`config.mk`:
```
export PLATFORM = sky130hd
export DESIGN_NAME = rom_loader
export DESIGN_NICKNAME = d
export VERILOG_FILES = /design/src/rtl/rom_loader.sv
export SDC_FILE = /design/constraint.sdc
export NUM_CORES = 1
export LEC_CHECK = 0
export ABC_AREA = 0
export CORE_MARGIN = 3
export CORE_UTILIZATION = 54
export CTS_CLUSTER_DIAMETER = 100
export DETAILED_ROUTE_END_ITERATION = 6
export PLACE_DENSITY_LB_ADDON = 0.1
export SYNTH_ARGS = -nofsm -noshare
export SYNTH_HDL_FRONTEND = slang
export SYNTH_SLANG_ARGS = --single-unit
```
`constraint.sdc`:
```
create_clock -name clk -period 4.2 [get_ports clk]
set_clock_uncertainty 0.2 [all_clocks]
set_input_delay 0.84 -clock clk [delete_from_list [all_inputs] [get_ports clk]]
set_output_delay 0.84 -clock clk [all_outputs]
set_load 0.05 [all_outputs]
```
`src/rtl/rom_loader.sv`:
```
// ============================================================================
//  Module   : rom_loader
//  Purpose  : Framed byte-stream loader for the instruction ROM. Assembles
//             little-endian words, writes them at consecutive word addresses,
//             holds the CPU in reset while loading.
//  Options  : ROM_LOADER_CSUM_EN - adds a trailing 8-bit wrapping checksum byte.
//  Revision : 1.0 - initial release
// ============================================================================
`default_nettype none

module rom_loader #(
    parameter logic [31:0] BASE_ADDR = 32'h0000_0000,
    parameter int          MAX_WORDS = 4096
) (
    input  logic        clk,
    input  logic        rstn,
    input  logic        start,
    input  logic        rx_valid,
    input  logic [7:0]  rx_data,
    output logic        wen,
    output logic [31:0] w_addr,
    output logic [31:0] w_data,
    output logic        cpu_hold,
    output logic        done,
    output logic        err
);

    localparam int                c_WIDX_W   = ($clog2(MAX_WORDS + 1) > 13) ? $clog2(MAX_WORDS + 1) : 13;
    localparam logic [31:0]       c_MAX_N    = 32'(MAX_WORDS);
    localparam logic [c_WIDX_W-1:0] c_WIDX_ONE = c_WIDX_W'(1);
    // Low address bits are forced to zero so a misaligned BASE_ADDR cannot leak out.
    localparam logic [31:0]       c_BASE     = {BASE_ADDR[31:2], 2'b00};

    typedef enum logic [2:0] {
        S_IDLE = 3'd0,
        S_HDR  = 3'd1,
        S_DATA = 3'd2,
`ifdef ROM_LOADER_CSUM_EN
        S_CSUM = 3'd3,
`endif
        S_DONE = 3'd4,
        S_ERR  = 3'd5
    } state_t;

    state_t                r_state;
    state_t                w_state_nxt;
    logic [1:0]            r_bcnt;
    logic [31:0]           r_nwords;
    logic [c_WIDX_W-1:0]   r_widx;
    logic [23:0]           r_asm;
    logic [31:0]           r_addr_nxt;
    logic [31:0]           w_nfull;
    logic                  w_all_words;
    logic                  w_pay_acc;
    logic                  w_start_acc;
`ifdef ROM_LOADER_CSUM_EN
    logic [7:0]            r_sum;
    logic                  w_csum_ok;
`endif

    always_ff @(posedge clk) begin
        if (!rstn) begin
            r_state <= S_IDLE;
        end else begin
            r_state <= w_state_nxt;
        end
    end

    always_comb begin
        w_nfull     = {rx_data, r_nwords[31:8]};
        w_all_words = (32'(r_widx) == r_nwords);
        w_pay_acc   = (r_state == S_DATA) && rx_valid && !w_all_words;
        w_start_acc = start && ((r_state == S_IDLE) || (r_state == S_ERR));
`ifdef ROM_LOADER_CSUM_EN
        w_csum_ok   = (rx_data == r_sum);
`endif
        w_state_nxt = r_state;
        case (r_state)
            S_IDLE: begin
                if (start) w_state_nxt = S_HDR;
            end
            S_HDR: begin
                if (rx_valid && (r_bcnt == 2'd3)) begin
                    if (w_nfull > c_MAX_N) begin
                        w_state_nxt = S_ERR;
                    end else if (w_nfull == 32'd0) begin
`ifdef ROM_LOADER_CSUM_EN
                        w_state_nxt = S_CSUM;
`else
                        w_state_nxt = S_DONE;
`endif
                    end else begin
                        w_state_nxt = S_DATA;
                    end
                end
            end
            S_DATA: begin
                // The last word was written in this cycle's wen; a checksum byte
                // may already be arriving back-to-back, so it is judged here too.
                if (w_all_words) begin
`ifdef ROM_LOADER_CSUM_EN
                    if (rx_valid) begin
                        w_state_nxt = w_csum_ok ? S_DONE : S_ERR;
                    end else begin
                        w_state_nxt = S_CSUM;
                    end
`else
                    w_state_nxt = S_DONE;
`endif
                end
            end
`ifdef ROM_LOADER_CSUM_EN
            S_CSUM: begin
                if (rx_valid) w_state_nxt = w_csum_ok ? S_DONE : S_ERR;
            end
`endif
            S_DONE: begin
                w_state_nxt = S_IDLE;
            end
            S_ERR: begin
                if (start) w_state_nxt = S_HDR;
            end
            default: begin
                w_state_nxt = S_IDLE;
            end
        endcase
    end

    always_ff @(posedge clk) begin
        if (!rstn) begin
            wen        <= 1'b0;
            w_addr     <= 32'd0;
            w_data     <= 32'd0;
            cpu_hold   <= 1'b0;
            done       <= 1'b0;
            err        <= 1'b0;
            r_bcnt     <= 2'd0;
            r_nwords   <= 32'd0;
            r_widx     <= '0;
            r_asm      <= 24'd0;
            r_addr_nxt <= c_BASE;
`ifdef ROM_LOADER_CSUM_EN
            r_sum      <= 8'd0;
`endif
        end else begin
            wen      <= 1'b0;
            done     <= (w_state_nxt == S_DONE);
            err      <= (w_state_nxt == S_ERR);
            cpu_hold <= (w_state_nxt != S_IDLE) && (w_state_nxt != S_DONE);

            if (w_start_acc) begin
                r_bcnt     <= 2'd0;
                r_nwords   <= 32'd0;
                r_widx     <= '0;
                r_asm      <= 24'd0;
                r_addr_nxt <= c_BASE;
`ifdef ROM_LOADER_CSUM_EN
                r_sum      <= 8'd0;
`endif
            end

            if ((r_state == S_HDR) && rx_valid) begin
                r_nwords <= w_nfull;
                r_bcnt   <= r_bcnt + 2'd1;
            end

            if (w_pay_acc) begin
                r_bcnt <= r_bcnt + 2'd1;
                r_asm  <= {rx_data, r_asm[23:8]};
`ifdef ROM_LOADER_CSUM_EN
                r_sum  <= r_sum + rx_data;
`endif
                if (r_bcnt == 2'd3) begin
                    wen        <= 1'b1;
                    w_data     <= {rx_data, r_asm};
                    w_addr     <= r_addr_nxt;
                    r_addr_nxt <= r_addr_nxt + 32'd4;
                    r_widx     <= r_widx + c_WIDX_ONE;
                end
            end
        end
    end

endmodule

`default_nettype wire

```
==> flow_summary.rst <==
.. list-table::
   :header-rows: 1

   * - Metric
     - Value
   * - Part of the cycle the worst path needs
     - 77.5%
   * - Total Wirelength
     - 16.1 mm
   * - Final instance area
     - 8370 µm²
   * - Netlist cell types
     - 48
   * - Area of the mapped netlist
     - 6990 µm²
   * - Longest Clk Path Bufs
     - 2
   * - CTS tree
     - built
   * - Share of layout cells above drive strength 1
     - 6.47%
   * - Number of buffers added to fix hold violations after cts
     - 0
   * - Floorplan row count
     - 40
   * - Worst-path fanout max
     - 57
   * - Static leakage
     - 2.82 nW
   * - Initial Utilization
     - 56.8%
   * - Clock buffer count from CTS
     - 17
   * - Power share of the combinational group
     - 3.8%
   * - Number of gates resized after cts
     - 0
   * - Total chip power
     - 3.34 mW
   * - Synth Register Bits
     - 174
   * - Hold violation total from the final report
     - 0
   * - Synthesized netlist net count
     - 824
   * - Number of nets in the layout
     - 868
   * - Layout overhead on the synthesized area
     - 19.7%
   * - Layout Cells excl Fill
     - 1034
   * - Switching Fraction
     - 22.4%
   * - Fraction of power consumed by the clock network
     - 46.5%
   * - Hold crit path type
     - reg2reg
   * - Post-layout utilization of the core
     - 68.0%
   * - I/O pin count
     - 80
   * - Maximum achievable frequency
     - 307 MHz
   * - Total routing usage reported by global routing
     - 22.2%
   * - Half-perimeter wire length after placement
     - 10.6 mm
   * - Worst vdd ir
     - 0.202 mV
   * - Grt total ovfl
     - 0
   * - Warnings from Yosys
     - 0
   * - Clock-pin slew reported for the worst setup and hold paths after clock tree synthesis
     - 0.06 ns
   * - Number of enable-type register cells in the synthesized netlist
     - 0
   * - Syn Inst Count
     - 809
   * - Vias per cell
     - 5.84
   * - Post-CTS Repair Setup Buffers
     - 0
   * - Number of global-route vias before repair
     - 5577
   * - Total DRC errors in the routed layout
     - 0
   * - Number of antenna violations at the first check in global routing
     - 0
   * - Power share of the sequential group
     - 49.7%
   * - Final critical delay including setup and external delays
     - 3.25 ns
   * - Crit path required time
     - 4.35 ns
   * - Cell area after placement
     - 7780 µm²
   * - Area of the core region
     - 12300 µm²
   * - Root buffer selected by CTS
     - sky130_fd_sc_hd__clkbuf_16
   * - Critical path type
     - reg2reg
   * - Placed Cells incl. Taps
     - 1002
   * - FILL cells
     - 1054
   * - Setup tns final
     - 0 ns
   * - First drt pass iteration count
     - 6
   * - Post-Route Hold Slack
     - 0.260 ns
   * - Die Area
     - 14300 µm²
   * - Number of design-rule violations left by the first detailed-router iteration
     - 481
   * - Sequential area share after synthesis
     - 49.8%
   * - Unrepaired setup endpoints after global routing
     - false
   * - Global-route wire length before repair
     - 26.4 mm
   * - Port Buffer Count
     - 79
   * - CTS sink cnt
     - 174
   * - Remaining antenna violation count after routing
     - 0
   * - Switching power summed over all nets
     - 748 µW
   * - Height of the chip
     - 120 µm
   * - Final Wtd Congestion
     - 0.849
   * - Setup slack of the critical path after layout
     - 0.946 ns
   * - PD cells
     - 399 nW/µm²
   * - Power Internal
     - 2.59 mW
   * - Critical Path Start Type
     - flop
   * - Worst Setup End Kind
     - flop
   * - Total setup violations reported at the end of the flow
     - 0
   * - Crit path arrival time
     - 3.40 ns
   * - Routed length per instance
     - 15.5 µm
   * - Max-slew violation total from the final report
     - 0
   * - Fraction of registers with async set or reset after synthesis
     - 0%
   * - Diodes inserted
     - 0
   * - Mapped Avg Cell Area
     - 8.64 µm²
   * - Skew-Pair Late Insertion Delay
     - 0.42 ns
   * - Floorplan die width
     - 120 µm
   * - Transition time at the pin with the least slew margin
     - 1.19 ns
   * - Maximum number of pins on one net before global-route repair
     - 85
   * - Routed via count
     - 6034
   * - Max-capacitance violation count
     - 0
   * - Rel. slew slack
     - 20.5%
   * - Worst setup slack after placement
     - 0.754 ns
   * - Count of H-tree levels built during CTS
     - 4
   * - Status
     - completed
   * - Most used DFF post-synth
     - sky130_fd_sc_hd__dfxtp_1
worst paths after layout:
| kind | startpoint | end | slack, ns | depth (start not counted) |
|---|---|---|---|---|
| setup / recovery | r_widx[3] | r_addr_nxt[5] | 0.95 | 8 |
| hold / removal | r_addr_nxt[1] | w_addr[1] | 0.26 | 2 |
| setup reg to reg | r_widx[3] | r_addr_nxt[5] | 0.95 | 8 |
| hold reg to reg | r_addr_nxt[1] | w_addr[1] | 0.26 | 2 |
placed cells by master (no fill, tap or decap), drive strengths merged, types with 2 or more instances in the layout:
cell type	Yosys	routed
o21bai	2	2
ha	3	3
nor4	9	9
nor3b	2	2
and3	9	9
inv	8	10
o21ai	98	98
nand4	33	33
a22oi	32	32
clkinvlp	0	5
nand3	79	79
and2	7	7
o211ai	10	10
bufinv	0	2
clkbuf	48	19
or4	11	11
nor2	61	61
nand2b	3	3
nor3	8	8
buf	16	13
mux2i	4	4
clkdlybuf4s50	0	78
nand2	90	90
o2111ai	10	10
a21oi	22	22
dfxtp	174	174
clkinv	0	4
or3	11	11
xor2	29	29
o31ai	13	13
and4	2	2
xnor2	4	4
or2	2	2
area by class of cell:
cell class / instances / area, µm² / share of cell area, %
tap: 168 / 210 / 2.51
timing repair buffer: 91 / 878 / 10.5
clock inverter: 13 / 139 / 1.66
multi-input combinational: 561 / 3180 / 38.0
clock buffer: 19 / 453 / 5.41
sequential: 174 / 3480 / 41.6
inverter: 8 / 30.0 / 0.359
registers in the layout, summed over array words and instances (netlist names):
signal,flops
r_nwords,32
err,1
r_addr_nxt,32
r_asm,24
r_state,3
done,1
wen,1
r_bcnt,2
w_data,32
cpu_hold,1
w_addr,32
r_widx,13
synthesized netlist by cell type (2+ instances only):
library cell / count / area, µm²
sky130_fd_sc_hd__a21oi_1: 22 / 110
sky130_fd_sc_hd__a22oi_1: 32 / 240
sky130_fd_sc_hd__and2_1: 7 / 43.8
sky130_fd_sc_hd__and3_1: 8 / 50.1
sky130_fd_sc_hd__buf_2: 14 / 70.1
sky130_fd_sc_hd__clkbuf_1: 47 / 176
sky130_fd_sc_hd__dfxtp_1: 174 / 3480
sky130_fd_sc_hd__dlymetal6s2s_1: 2 / 25.0
sky130_fd_sc_hd__ha_1: 3 / 37.5
sky130_fd_sc_hd__inv_1: 8 / 30.0
sky130_fd_sc_hd__mux2i_1: 4 / 40.0
sky130_fd_sc_hd__nand2_1: 90 / 338
sky130_fd_sc_hd__nand2b_1: 3 / 18.8
sky130_fd_sc_hd__nand3_1: 79 / 395
sky130_fd_sc_hd__nand4_1: 31 / 194
sky130_fd_sc_hd__nand4_2: 2 / 25.0
sky130_fd_sc_hd__nor2_1: 61 / 229
sky130_fd_sc_hd__nor3_1: 8 / 40.0
sky130_fd_sc_hd__nor4_1: 8 / 50.1
sky130_fd_sc_hd__o2111ai_1: 10 / 87.6
sky130_fd_sc_hd__o211ai_1: 10 / 75.1
sky130_fd_sc_hd__o21ai_0: 97 / 485
sky130_fd_sc_hd__o21bai_1: 2 / 15.0
sky130_fd_sc_hd__o31ai_1: 13 / 97.6
sky130_fd_sc_hd__or2_2: 2 / 12.5
sky130_fd_sc_hd__or3_1: 10 / 62.6
sky130_fd_sc_hd__or4_1: 10 / 75.1
sky130_fd_sc_hd__xnor2_1: 4 / 35.0
sky130_fd_sc_hd__xor2_1: 29 / 254
worst max-delay path, stage by stage (launching register included):
cell and delay, ns:
sky130_fd_sc_hd__dfxtp_1 0.45, sky130_fd_sc_hd__xor2_1 0.11, sky130_fd_sc_hd__nor4_1 0.37, sky130_fd_sc_hd__nand4_2 0.13, sky130_fd_sc_hd__buf_4 0.23, sky130_fd_sc_hd__o21ai_4 0.78, sky130_fd_sc_hd__buf_4 0.55, sky130_fd_sc_hd__o21ai_0 0.17
sky130_fd_sc_hd__a21oi_1 0.16
cells by family (layout without fill, tap and decap cells):
family / count (synthesis) / after routing / synth area share [%]
AND/OR/NAND/NOR: 331 / 331 / 23.8
AO/OA/AOI/OAI: 190 / 190 / 16.4
flip-flops: 174 / 174 / 49.8
buffers and inverters: 74 / 131 / 4.73
XOR/XNOR: 33 / 33 / 4.13
multiplexers: 4 / 4 / 0.573
adder cells (fa/ha/maj): 3 / 3 / 0.537
power groups by stage:
| stage | Combinational (mW) | Sequential (mW) | Clock [mW] |
|---|---|---|---|
| after floorplan | 0.0842 | 1.70 | 0 |
| after global placement | 0.123 | 1.70 | 0 |
| after detailed placement | 0.124 | 1.70 | 0 |
| after CTS | 0.126 | 1.66 | 1.57 |
| after global routing | 0.138 | 1.66 | 1.64 |
| final | 0.127 | 1.66 | 1.56 |
layer usage:
| metal | global-route usage, % | part of all wire [%] | up-vias | wire [µm] |
|---|---|---|---|---|
| li1 | - | - | 2993 | - |
| met1 | 29.6 | 47 | 2866 | 7530 |
| met2 | 35.3 | 47 | 146 | 7590 |
| met3 | 4.52 | 4.1 | 29 | 658 |
| met4 | 9.02 | 1.8 | 0 | 291 |
| met5 | 0 | 0 | - | 0 |
(Power assumes the default switching activity.)
